File: src/rtl/uart_cmd_parser.sv
// uart_cmd_parser: decodes UART byte streams (AA wr / BB rd / CC alu-ops / DD alu-fun) into register-file and ALU strobes.
// Latency: every strobe (WrEn/RdEn/ALU_EN/CMD_ERR) is registered, one cycle after the accepting RX_D_VLD cycle.
// Backpressure: none; one byte is consumed per RX_D_VLD strobe. Optional inter-byte timeout via `UART_CMD_FRAME_TIMEOUT_EN.
module uart_cmd_parser #(
  parameter int DATA_WIDTH     = 8,
  parameter int ADDR_WIDTH     = 4,
  parameter int TIMEOUT_CYCLES = 1024
) (
  input  logic                  CLK,
  input  logic                  rst,
  input  logic [DATA_WIDTH-1:0] RX_P_DATA,
  input  logic                  RX_D_VLD,
  input  logic                  Parity_Error,
  input  logic                  Frame_Error,
  output logic                  WrEn,
  output logic                  RdEn,
  output logic [ADDR_WIDTH-1:0] Address,
  output logic [DATA_WIDTH-1:0] WrData,
  output logic                  ALU_EN,
  output logic [3:0]            ALU_FUN,
  output logic                  CMD_BUSY,
  output logic                  CMD_ERR
);

  localparam logic [DATA_WIDTH-1:0] OP_WR  = DATA_WIDTH'(8'hAA);
  localparam logic [DATA_WIDTH-1:0] OP_RD  = DATA_WIDTH'(8'hBB);
  localparam logic [DATA_WIDTH-1:0] OP_ALU = DATA_WIDTH'(8'hCC);
  localparam logic [DATA_WIDTH-1:0] OP_FUN = DATA_WIDTH'(8'hDD);

  typedef enum logic [2:0] {
    IDLE      = 3'd0,
    WR_ADDR   = 3'd1,
    WR_DATA   = 3'd2,
    RD_ADDR   = 3'd3,
    ALU_OPA   = 3'd4,
    ALU_OPB   = 3'd5,
    ALU_FUN_S = 3'd6
  } state_t;

  state_t                state_q;
  logic [ADDR_WIDTH-1:0] wr_addr_q;   // address byte of a pending AA command
  logic                  wr_en_q;
  logic                  rd_en_q;
  logic                  alu_en_q;
  logic                  cmd_err_q;
  logic [ADDR_WIDTH-1:0] addr_q;
  logic [DATA_WIDTH-1:0] wr_data_q;
  logic [3:0]            alu_fun_q;
  logic                  byte_bad;
  logic                  timeout;

  assign byte_bad = Parity_Error | Frame_Error;

`ifdef UART_CMD_FRAME_TIMEOUT_EN
  localparam int CNT_W = $clog2(TIMEOUT_CYCLES + 1);
  logic [CNT_W-1:0] idle_cnt_q;

  // Inter-byte idle counter: runs only while a command is partially received.
  always_ff @(posedge CLK) begin
    if (rst || RX_D_VLD || (state_q == IDLE)) begin
      idle_cnt_q <= '0;
    end else begin
      idle_cnt_q <= idle_cnt_q + 1'b1;
    end
  end

  // A byte arriving on the expiry cycle wins over the timeout.
  assign timeout = (state_q != IDLE) && !RX_D_VLD &&
                   (idle_cnt_q == CNT_W'(TIMEOUT_CYCLES - 1));
`else
  assign timeout = 1'b0;
`endif

  // Command FSM with registered strobes; Address/WrData/ALU_FUN only change alongside a strobe.
  always_ff @(posedge CLK) begin
    if (rst) begin
      state_q   <= IDLE;
      wr_addr_q <= '0;
      wr_en_q   <= 1'b0;
      rd_en_q   <= 1'b0;
      alu_en_q  <= 1'b0;
      cmd_err_q <= 1'b0;
      addr_q    <= '0;
      wr_data_q <= '0;
      alu_fun_q <= '0;
    end else begin
      wr_en_q   <= 1'b0;
      rd_en_q   <= 1'b0;
      alu_en_q  <= 1'b0;
      cmd_err_q <= 1'b0;
      if (RX_D_VLD && byte_bad) begin
        // Corrupt byte aborts whatever was in flight; it is never decoded.
        cmd_err_q <= 1'b1;
        state_q   <= IDLE;
      end else if (RX_D_VLD) begin
        unique case (state_q)
          IDLE: begin
            if (RX_P_DATA == OP_WR) begin
              state_q <= WR_ADDR;
            end else if (RX_P_DATA == OP_RD) begin
              state_q <= RD_ADDR;
            end else if (RX_P_DATA == OP_ALU) begin
              state_q <= ALU_OPA;
            end else if (RX_P_DATA == OP_FUN) begin
              state_q <= ALU_FUN_S;
            end else begin
              cmd_err_q <= 1'b1;
            end
          end
          WR_ADDR: begin
            wr_addr_q <= RX_P_DATA[ADDR_WIDTH-1:0];
            state_q   <= WR_DATA;
          end
          WR_DATA: begin
            wr_en_q   <= 1'b1;
            addr_q    <= wr_addr_q;
            wr_data_q <= RX_P_DATA;
            state_q   <= IDLE;
          end
          RD_ADDR: begin
            rd_en_q <= 1'b1;
            addr_q  <= RX_P_DATA[ADDR_WIDTH-1:0];
            state_q <= IDLE;
          end
          ALU_OPA: begin
            wr_en_q   <= 1'b1;
            addr_q    <= '0;
            wr_data_q <= RX_P_DATA;
            state_q   <= ALU_OPB;
          end
          ALU_OPB: begin
            wr_en_q   <= 1'b1;
            addr_q    <= ADDR_WIDTH'(1);
            wr_data_q <= RX_P_DATA;
            state_q   <= ALU_FUN_S;
          end
          ALU_FUN_S: begin
            alu_en_q  <= 1'b1;
            alu_fun_q <= RX_P_DATA[3:0];
            state_q   <= IDLE;
          end
          default: begin
            state_q <= IDLE;
          end
        endcase
      end else if (timeout) begin
        cmd_err_q <= 1'b1;
        state_q   <= IDLE;
      end
    end
  end

  assign WrEn     = wr_en_q;
  assign RdEn     = rd_en_q;
  assign ALU_EN   = alu_en_q;
  assign CMD_ERR  = cmd_err_q;
  assign Address  = addr_q;
  assign WrData   = wr_data_q;
  assign ALU_FUN  = alu_fun_q;
  assign CMD_BUSY = (state_q != IDLE);

endmodule

File: config.mk
export PLATFORM = sky130hd
export DESIGN_NAME = uart_cmd_parser
export DESIGN_NICKNAME = d
export VERILOG_FILES = /design/src/rtl/uart_cmd_parser.sv
export SDC_FILE = /design/constraint.sdc
export NUM_CORES = 1
export LEC_CHECK = 0
export CAP_MARGIN = 15
export CORE_MARGIN = 5
export CORE_UTILIZATION = 50
export DETAILED_ROUTE_END_ITERATION = 8
export PLACE_DENSITY = 0.83
export SLEW_MARGIN = 20
export SYNTH_ARGS = -nofsm -noshare
export SYNTH_HDL_FRONTEND = slang
export SYNTH_SLANG_ARGS = --single-unit
export TNS_END_PERCENT = 100
File: constraint.sdc
create_clock -name CLK -period 3.8 [get_ports CLK]
set_input_delay 0.57 -clock CLK [delete_from_list [all_inputs] [get_ports CLK]]
set_output_delay 0.57 -clock CLK [all_outputs]
set_load 0.02 [all_outputs]
### After elaboration in Yosys (flattened, before gate mapping)

Index checks and enable logic that the tools add are counted.

| word-level totals | value |
|---|---|
| flip-flop bits (word level) | 27 |
| input bits | 13 |
| output and inout port bits | 21 |
| word-level logic and storage cells | 51 |

| operators by class | value |
|---|---|
| eq/ne operators | 11 |
| multiplexer cells | 16 |
| bitwise gates (word level) | 3 |
| reduce and logical (&&, ||, !) cells | 12 |

Operator list:

| kind | number |
|---|---|
| == test 8 bit (second input constant) | 4 |
| one-hot mux 4 bit (4 select lines) | 1 |
| two-way mux 3 bit | 4 |
| one-hot mux 3 bit (4 select lines) | 1 |
| AND reduction 3 bit | 4 |
| two-way mux 1 bit | 10 |
| == test 3 bit (second input constant) | 3 |
| == test 3 x 2 -> 1 bit (second input constant) | 2 |
| OR reduction 3 bit | 2 |
| inequality test 5 bit (second input constant) | 1 |
| nonzero test 4 bit | 1 |
| == test 3 x 1 -> 1 bit (second input constant) | 1 |
| zero test 3 bit | 1 |
| nonzero test 3 bit | 1 |
| NOT 1 bit | 2 |
| AND reduction 2 bit | 1 |
| OR reduction 2 bit | 1 |
| logical AND 1 bit | 1 |
| bitwise OR 1 bit | 1 |

### Depth between registers and ports, before layout

| depth | value |
|---|---|
| depth after elaboration | 8 |
| depth in mapped cells | 6 |
| depth with buffers taken out | 6 |

### Least setup slack after synthesis

OpenSTA, ideal clock, no wires.

| path | value |
|---|---|
| kind | input-to-reg |
| from | input RX_P_DATA[6] |
| to | register state_q[0] |
| setup time | 0.059 ns |
| data arrival time | 1.576 ns |
| required time | 3.741 ns |
| slack | 2.165 ns |
| cell stages on the path | 4 |
| path buffers | 0 |
| cells stage by stage | and4bb_2 > o2111ai_4 > a2111oi_4 > a22o_1 |

| between the ends | value |
|---|---|
| word-level cells in the longest chain between the ends | 5 |
| elaborated cells between the ends (all ways) | 10 |
| those cells by class | 5 x eq/ne; 4 x mux; 1 x reduce/logical |

RTL lines:

| item | line | text |
|---|---|---|
| start: declaration | 11 | `input logic [DATA_WIDTH-1:0] RX_P_DATA,` |
| == test 8 bit | 102 | `end else if (RX_P_DATA == OP_ALU) begin` |
| two-way mux 3 bit | 102 |  |
| two-way mux 3 bit | 100 | `end else if (RX_P_DATA == OP_RD) begin` |
| two-way mux 3 bit | 98 | `if (RX_P_DATA == OP_WR) begin` |
| one-hot mux 3 bit (4 select lines) | 96 | `unique case (state_q)` |
| end signal: assignment | 99 | `state_q <= WR_ADDR;` |
| end signal: assignment | 101 | `state_q <= RD_ADDR;` |
| end signal: assignment | 103 | `state_q <= ALU_OPA;` |
| end: declaration | 40 | `state_t state_q;` |

Several ways; a longest one is shown, not always the timed one.
A chain may end at the register's enable or synchronous reset.

### Worst setup path in the final report

| path | value |
|---|---|
| from | register state_q[0] |
| to | output CMD_BUSY |

| between the ends | value |
|---|---|
| word-level cells in the longest chain between the ends | 1 |

RTL lines:

| item | line | text |
|---|---|---|
| start signal: assignment | 77 | `state_q <= IDLE;` |
| start signal: assignment | 94 | `state_q <= IDLE;` |
| start signal: assignment | 99 |  |
| nonzero test 3 bit | 160 | `assign CMD_BUSY = (state_q != IDLE);` |
| end: declaration | 21 | `output logic CMD_BUSY,` |

No other way between the ends.

==> metrics.md <==
| Metric | Value |
|---|---|
| Hold Path Class | reg2reg |
| Worst relative slew slack | 0.5787 |
| Distinct cell type count of the synthesized netlist | 32 |
| Largest net degree at the start of global routing | 26 |
| Antenna cells | 0 |
| Status | complete, no violations |
| HPWL after detailed placement | 2061 µm |
| Worst VDD drop | 0.1691 mV |
| Antenna-violating nets left | 0 |
| Syn Nets | 141 |
| Max cap viols | 0 |
| Top cells by area, synth | dfxtp_1 (44%), mux2i_1 (13%), nor2_1 (7.9%) |
| Number of I/O port buffers | 33 |
| Total vias in the final route | 1027 |
| Flop pwr share | 0.637 |
| CTS tree | yes |
| First-pass GRT wire length | 4540 µm |
| CTS H-tree lvls | 1 |
| Hold_buf cts | 0 |
| Fin cells | 189 |
| DRC errors left | 0 |
| Final Hold Viols | 0 |
| Clk_lat worst skew | 0.32 ns |
| Worst-path clk slew | 0.15 ns |
| CTS resizes | 0 |
| CTS max path bufs | 2 |
| Final max-slew violation count | 0 |
| Post-synth top area share | 0.4386 |
| CP max FO | 11 |
| DIE WIDTH | 59.65 µm |
| CTS Buf Count | 3 |
| Critical Path Source Type | flip-flop |
| Clock Sinks | 27 |
| Die height | 59.65 µm |
| Combinational share of power | 0.080 |
| Final wirelength | 2702 µm |
| Maximum clock frequency | 386.4 MHz |
| Synth warn | 0 |
| Vias in the first global route | 1013 |
| P_leak | 0.6468 nW |
| Crit-path max cell delay | 0.59 ns |
| Tot GR Track Use | 0.1661 |
| PD cells | 275.5 nW/µm² |
| Post-synth top cells | dfxtp_1 (27), nor2_1 (26), mux2i_1 (16) |
| Clock group share of total power | 0.283 |
| CTS Root Cell | clkbuf_4 |
| Post-CTS setup buffers | 0 |
| Final core utilization | 0.6719 |
| 1st-iter DRT viols | 16 |
| Std cell rows | 18 |
| RSZ-0062 raised after global routing | no |
| Dpl cells | 185 |
| Crit share post-route | 0.6810 |
| Tmin final | 2.588 ns |
| Worst Tran Pin Value | 0.6272 ns |
| # setup viols final | 0 |
| Average cell area after synthesis | 9.781 µm² |
| Starting Density | 0.5114 |
| Remaining Overflow, GRT | 0 |
| Required time worst endpoint | 3.23 ns |
| Int Pwr | 0.3417 mW |
| Ys flop type | dfxtp_1 |
| EDFF count, synth | 0 |
| CP arrival | 2.02 ns |
| Final TNS setup | 0 ns |
| Final #Nets | 175 |
| DR pass1 iterations | 4 |
| Core Box Area | 2410 µm² |
| Critical path class | reg2out |
| Wire per inst | 14.30 µm |
| Post-Synthesis Cells | 126 |
| Routability Congestion | 0.8570 |
| Switch Pwr | 0.1044 mW |
| CP Cell Sequence | nor3_1 > inv_1 > clkdlybuf4s50_1 |
| Critical Path Slowest Stage Cell | nor3_1 |
| Initial antenna violation count | 0 |
| DIE AREA | 3558 µm² |
| IO Count | 34 |
| Drt via density | 5.434 |
| Hold WS | 0.5158 ns |
| Layout cells sized above 1 | 0.08176 |
| Tot Pwr | 0.4461 mW |
| Mapped cell area | 1232 µm² |
| Count leader, synth | dfxtp_1 |
| Largest area contributor in the netlist | dfxtp_1 |
| CP Capture Type | output port |
| FF+latch count, synth | 27 |
| Sw Ratio | 0.2341 |
| Post-synthesis sequential area ratio | 0.4386 |
| Worst Clk Skew | 0.005822 ns |
| Ys async rst share | 0 |
| P&R area growth vs syn | 31.37% |
==> critical path, delay by kind of cell, from the launching register on <==
family	cells	cell delay [ns]
simple gates	1	0.59
buf+inv	2	0.63
flops	1	0.47
==> cell type report <==
type	count	area, µm²
clock buffer	3	22.52
clock inverter	1	7.507
fill	200	790.8
inverter	6	22.52
multi-input combinational	87	643.1
sequential	27	540.5
tap	30	37.54
timing repair buffer	35	345.3
==> layout by cell type (no fill, tap or decap) <==
cell type / synthesis / final
clkinv_1: 1 / 1
nor4b_4: 1 / 1
a211oi_1: 6 / 6
and4bb_2: 2 / 2
o2111ai_4: 1 / 1
a2111oi_4: 1 / 1
nor3b_1: 1 / 1
clkdlybuf4s50_1: 0 / 33
a22o_1: 2 / 2
nor4_1: 1 / 1
nand3b_1: 3 / 3
nand2_1: 1 / 1
nand2b_1: 1 / 1
nor2_1: 26 / 26
o2111ai_1: 1 / 1
clkinvlp_4: 0 / 1
mux2i_1: 16 / 16
nor3_1: 1 / 1
dfxtp_1: 27 / 27
a21o_1: 1 / 1
and2b_1: 1 / 1
and2_1: 1 / 1
and3_1: 3 / 3
a31oi_1: 1 / 1
a211o_2: 1 / 1
inv_1: 5 / 5
ha_1: 2 / 2
nand4_1: 2 / 2
nor3b_2: 1 / 1
o21ai_0: 2 / 2
buf_4: 0 / 2
clkbuf_4: 0 / 3
a21oi_1: 7 / 7
xnor2_1: 1 / 1
==> sequential cells by signal, summed over array words and instances, names as in the netlist <==
register   flops
wr_addr_q      4
CMD_ERR        1
state_q        3
RdEn           1
Address        4
WrEn           1
ALU_EN         1
WrData         8
ALU_FUN        4
==> power by group through the flow <==
stage                     clock, mW  sequential [mW]  combinational (mW)
final                         0.126            0.284              0.0356
after floorplan                   0            0.291              0.0122
after detailed placement          0            0.290              0.0354
after global placement            0            0.290              0.0345
after CTS                     0.131            0.284              0.0355
after global routing          0.144            0.284              0.0381
==> metrics by stage <==
stage	worst slack, ns	area [µm²]
floorplan	2.165	1232
global placement	1.525	1589
detailed placement	1.491	1589
CTS	1.217	1619
global route	1.059	1619
finish	1.212	1619
==> final timing paths <==
path,start,endpoint,slack (ns),depth (start not counted)
setup / recovery,state_q[0],CMD_BUSY,1.21,3
hold / removal,Address[2],Address[2],0.52,2
setup reg to reg,state_q[1],WrData[3],1.97,6
hold reg to reg,Address[2],Address[2],0.52,2
==> kinds of logic after synthesis <==
family | synth area share
buffers and inverters | 0.03959
adder cells (fa/ha/maj) | 0.02030
XOR/XNOR | 0.007108
flip-flops | 0.4386
AND/OR/NAND/NOR | 0.2071
AO/OA/AOI/OAI | 0.1574
multiplexers | 0.1299
==> per-layer routing <==
layer,GRT usage,part of all wire
met1,0.2202,0.47
met2,0.2608,0.46
met3,0.03486,0.049
met4,0.06646,0.012
met5,0,0
Power figures use the tool's default switching activity.
